### src/rtl/subrom_flash_loader.sv
// subrom_flash_loader
// Boot-time loader: issues a single SPI READ (0x03) burst starting at FLASH_BASE,
// assembles MISO bytes MSB first and writes each byte into the sub-ROM block RAM.
// busy holds the CPU/reset sequencer off until the image is in place; done then
// stays high until the next start or reset.
// Optional feature macro: SUBROM_LOADER_CHECKSUM_EN adds a 16-bit running byte
// sum output (checksum) accumulated on every RAM write.
module subrom_flash_loader #(
  parameter logic [23:0] FLASH_BASE = 24'h100000,
  parameter int unsigned ROM_BYTES  = 16384,
  parameter int unsigned SCK_DIV    = 2
) (
  input  logic        clock,
  input  logic        reset,
  input  logic        start,
  output logic        spi_cs_n,
  output logic        spi_sck,
  output logic        spi_mosi,
  input  logic        spi_miso,
  output logic [13:0] rom_address,
  output logic [7:0]  rom_data,
  output logic        rom_wren,
  output logic        busy,
  output logic        done
`ifdef SUBROM_LOADER_CHECKSUM_EN
  ,
  output logic [15:0] checksum
`endif
);

  localparam int unsigned DIV_W     = (SCK_DIV > 1) ? $clog2(SCK_DIV) : 1;
  localparam logic [31:0] CMD_WORD  = {8'h03, FLASH_BASE};
  localparam logic [13:0] LAST_ADDR = 14'(ROM_BYTES - 1);

  typedef enum logic [2:0] {
    S_IDLE,
    S_CMD,
    S_DATA,
    S_WRITE,
    S_FINISH
  } state_t;

  state_t             r_state;
  logic               r_cs_n;
  logic               r_sck;
  logic               r_mosi;
  logic [13:0]        r_rom_address;
  logic [7:0]         r_rom_data;
  logic               r_rom_wren;
  logic               r_busy;
  logic               r_done;
  logic [30:0]        r_shift;
  logic [7:0]         r_byte;
  logic [DIV_W-1:0]   r_div;
  logic [5:0]         r_bit_cnt;
  logic               w_div_end;
`ifdef SUBROM_LOADER_CHECKSUM_EN
  logic [15:0]        r_checksum;
`endif

  assign w_div_end   = (r_div == DIV_W'(SCK_DIV - 1));

  assign spi_cs_n    = r_cs_n;
  assign spi_sck     = r_sck;
  assign spi_mosi    = r_mosi;
  assign rom_address = r_rom_address;
  assign rom_data    = r_rom_data;
  assign rom_wren    = r_rom_wren;
  assign busy        = r_busy;
  assign done        = r_done;
`ifdef SUBROM_LOADER_CHECKSUM_EN
  assign checksum    = r_checksum;
`endif

  // Load sequencer: command phase, byte reception, RAM write and completion.
  always_ff @(posedge clock) begin
    if (reset) begin
      r_state       <= S_IDLE;
      r_cs_n        <= 1'b1;
      r_sck         <= 1'b0;
      r_mosi        <= 1'b0;
      r_rom_address <= '0;
      r_rom_data    <= '0;
      r_rom_wren    <= 1'b0;
      r_busy        <= 1'b0;
      r_done        <= 1'b0;
      r_shift       <= '0;
      r_byte        <= '0;
      r_div         <= '0;
      r_bit_cnt     <= '0;
`ifdef SUBROM_LOADER_CHECKSUM_EN
      r_checksum    <= '0;
`endif
    end else begin
      case (r_state)
        S_IDLE: begin
          r_rom_wren <= 1'b0;
          if (start) begin
            r_cs_n        <= 1'b0;
            r_busy        <= 1'b1;
            r_done        <= 1'b0;
            r_rom_address <= '0;
            r_mosi        <= CMD_WORD[31];
            r_shift       <= CMD_WORD[30:0];
            r_sck         <= 1'b0;
            r_div         <= '0;
            r_bit_cnt     <= '0;
`ifdef SUBROM_LOADER_CHECKSUM_EN
            r_checksum    <= '0;
`endif
            r_state       <= S_CMD;
          end
        end

        S_CMD: begin
          if (w_div_end) begin
            r_div <= '0;
            r_sck <= ~r_sck;
            if (r_sck) begin
              // falling edge: present the next command/address bit
              r_shift <= {r_shift[29:0], 1'b0};
              if (r_bit_cnt == 6'd31) begin
                r_mosi    <= 1'b0;
                r_bit_cnt <= '0;
                r_state   <= S_DATA;
              end else begin
                r_mosi    <= r_shift[30];
                r_bit_cnt <= r_bit_cnt + 6'd1;
              end
            end
          end else begin
            r_div <= r_div + 1'b1;
          end
        end

        S_DATA: begin
          if (w_div_end) begin
            r_div <= '0;
            if (!r_sck) begin
              r_sck     <= 1'b1;
              r_byte    <= {r_byte[6:0], spi_miso};
              r_bit_cnt <= r_bit_cnt + 6'd1;
            end else begin
              r_sck <= 1'b0;
              // The 8th high phase is completed before writing so SCK keeps
              // full half-periods; the write cycle then runs with SCK low.
              if (r_bit_cnt == 6'd8) begin
                r_rom_data <= r_byte;
                r_rom_wren <= 1'b1;
                r_state    <= S_WRITE;
              end
            end
          end else begin
            r_div <= r_div + 1'b1;
          end
        end

        S_WRITE: begin
          r_rom_wren <= 1'b0;
`ifdef SUBROM_LOADER_CHECKSUM_EN
          r_checksum <= r_checksum + {8'h00, r_rom_data};
`endif
          if (r_rom_address == LAST_ADDR) begin
            r_state <= S_FINISH;
          end else begin
            r_rom_address <= r_rom_address + 14'd1;
            r_bit_cnt     <= '0;
            r_div         <= '0;
            r_state       <= S_DATA;
          end
        end

        S_FINISH: begin
          r_cs_n  <= 1'b1;
          r_sck   <= 1'b0;
          r_mosi  <= 1'b0;
          r_busy  <= 1'b0;
          r_done  <= 1'b1;
          r_state <= S_IDLE;
        end

        default: begin
          r_state <= S_IDLE;
        end
      endcase
    end
  end

endmodule

### config.mk
export PLATFORM = sky130hd
export DESIGN_NAME = subrom_flash_loader
export DESIGN_NICKNAME = d
export VERILOG_FILES = /design/src/rtl/subrom_flash_loader.sv
export SDC_FILE = /design/constraint.sdc
export NUM_CORES = 1
export LEC_CHECK = 0
export CAP_MARGIN = 20
export CORE_MARGIN = 4
export CORE_UTILIZATION = 31
export CTS_BUF_LIST = sky130_fd_sc_hd__clkbuf_4
export DETAILED_ROUTE_END_ITERATION = 8
export GPL_TIMING_DRIVEN = 0
export MAX_ROUTING_LAYER = met4
export PLACE_DENSITY_LB_ADDON = 0.25
export SYNTH_ARGS = -nofsm -noshare
export SYNTH_HDL_FRONTEND = slang
export SYNTH_SLANG_ARGS = --single-unit
### constraint.sdc
create_clock -name clock -period 4.3 [get_ports clock]
set_input_delay 0.645 -clock clock [delete_from_list [all_inputs] [get_ports clock]]
set_output_delay 0.645 -clock clock [all_outputs]
set_load 0.02 [all_outputs]
==> out/qor.yml <==
h-tree-depth: 3
synth_cells: 316
whs_ns: 0.459
setup_viol: 0
fin_tns_setup_ns: 0
synth_edf_count: 0
multi_input_area_um2: 1420
fmax_mhz: 447
placed_cell_area_um2: 3130
seq_area_frac_synth_pct: 42.5
grt_pass1_wl_mm: 11.3
crit_arrival_ns: 2.51
power_density_nw_per_um2: 488
timing.slew.headroom_pct: 59.4
grtUsageMet2_pct: 21.0
worstPathRequired_ns: 4.57
rows: 33
cts_sinks: 57
grtUsageMet1_pct: 19.0
clk_pin_slew_ns: 0.10
drv_cap: 0
cts_setup_buffers: 0
fin_nets: 365
grt_usage_pct: 14.4
pwr-share-seq_pct: 36.6
grt_use_met3_pct: 3.81
grt_pass1_vias: 2312
start_util_pct: 32.2
cts_root_buf: "clkbuf_4"
cp-end-kind: "flip-flop"
place_hpwl_mm: 4.76
io_pins: 32
dominantRegCellSynth: "dfxtp_1"
pwr-share-comb_pct: 35.4
syn_area_per_cell_um2: 8.50
yosysUniqueCellTypes: 51
p_int_uw: 1010
async_flop_share_pct: 0
wl_per_cell_um: 14.5
cts_resized: 0
status: "finished, final reports clean"
synthTopCellsByArea: "dfxtp_1 42%, mux2i_1 6.3%, a21oi_1 5.6%"
fill_cells: 876
insertion_delay_ns: 0.41
ys_ff_latch: 57
hp-class: "reg -> reg"
cts_tree: "yes"
drive_above_1_share_pct: 8.82
p_switching_uw: 600
drt-total-wl_mm: 6.77
antenna_found_initial: 0
place_inst: 452
synth.most_common_cell: "dfxtp_1"
regArea_um2: 1140
syn-cell-area_um2: 2690
fin_crit_sh_pct: 52.1
clock_skew_ns: 0.0129
dr_total_vias: 2459
place.gp.congestion: 0.853
synth_top_area_share_pct: 42.5
postCtsHoldBufs: 0
die_area_um2: 10200
overflow: 0
netSwitchingFraction_pct: 37.4
portBuffers: 31
first_pass_iters: 4
drc: 0
crit_fanout: 7
synth_warnings: 0
leakagePower_uw: 0.00113
vdd_drop_max_uv: 244
synth_area_leader_cell: "dfxtp_1"
cts_buffers: 9
via_per_inst: 5.25
crit_path_start_kind: "input port"
rsz0062_at_grt: "false"
critPathKind: "in -> reg"
fin_cells: 468
die_width_um: 101
hold_violations: 0
maxSlewViolCount: 0
grt_max_degree: 12
synth_common_cells: "57 x dfxtp_1, 40 x nor2_1, 30 x a21oi_1"
core_um2: 8340
fp.dieH_um: 101
worst_pin_slew_ns: 0.604
drt_iter0_drc: 133
final_cell_area_um2: 3290
cts_max_path_buffers: 2
clockPowerShare_pct: 28.0
finalCriticalPeriod_ns: 2.24
gr-max-usage-layer: "met2"
syn_nets: 323
diodes: 0
areaGrowthSynthToFinish_pct: 22.5
drtAntennaViolNets: 0
worst paths after layout:
| path | start | to | slack [ns] | cells past startpoint |
|---|---|---|---|---|
| worst max register to register | rom_address[0]$_SDFFE_PP0P_ | rom_address[13]$_SDFFE_PP0P_ | 2.15 | 6 |
| worst min register to register | r_shift[23]$_SDFFE_PP0P_ | r_shift[23]$_SDFFE_PP0P_ | 0.46 | 2 |
| worst max-delay path | start | rom_address[12]$_SDFFE_PP0P_ | 2.06 | 7 |
| worst min-delay path | r_shift[23]$_SDFFE_PP0P_ | r_shift[23]$_SDFFE_PP0P_ | 0.46 | 2 |
flip-flops by register name (all words and copies together) (netlist names):
register	cells
r_shift	11
done	1
rom_address	14
r_bit_cnt	6
busy	1
spi_cs_n	1
r_state	3
rom_wren	1
rom_data	8
spi_mosi	1
spi_sck	1
r_byte	8
r_div	1
critical path, stage by stage:
cell and delay [ns]:
clkdlybuf4s50_1 0.57, or3b_1 0.35, buf_2 0.18, nor2_1 0.29
a21oi_1 0.21, o21ai_1 0.19, a21oi_1 0.08
cell usage in the layout (no fill, tap or decap), drive strengths merged, types with 4 or more instances in the layout:
master	n
a21oi	31
a311oi	11
a31oi	8
and4	4
buf	7
clkbuf	24
clkdlybuf4s50	31
dfxtp	57
inv	8
mux2i	17
nand2	24
nand3	16
nand4	4
nor2	42
nor3	13
o21ai	10
or3b	4
power groups by stage:
stage,logic (uW),clock network (uW),registers (uW)
floorplan,421,0,603
global placement,564,0,599
detailed placement,566,0,600
CTS,569,465,588
global route,637,489,593
finish,568,449,588
layout make-up:
cell class | count | share of cell area (%)
clock inverter | 7 | 2.85
inverter | 7 | 0.799
tap | 105 | 4.00
buffer | 22 | 2.93
multi-input combinational | 230 | 43.2
clock buffer | 9 | 2.05
sequential | 57 | 34.7
timing repair buffer | 31 | 9.44
through the flow:
| step | worst slack (ns) | power [uW] | util [%] |
|---|---|---|---|
| after detailed placement | 1.61 | 1170 | 37.5 |
| after CTS | 2.07 | 1620 | 39.4 |
| final | 2.06 | 1610 | 39.4 |
| after global placement | 1.59 | 1160 | 37.5 |
| after global routing | 1.91 | 1720 | 39.4 |
| after floorplan | 2.37 | 1020 | - |
kinds of logic after synthesis:
group | synth area share [%]
AOI/OAI and AO/OA | 18.9
xor gates and xnor gates | 0.979
DFF | 42.5
muxes | 6.34
and+or+nand+nor | 25.3
buffers and inverters | 4.57
adders and majority gates | 1.40
routing by layer:
layer	routed length (um)	up-vias
met2	3180	48
met5	0	-
li1	-	1243
met1	3260	1161
met4	88	0
met3	238	7
No activity file was read; power rests on OpenSTA's default activity.
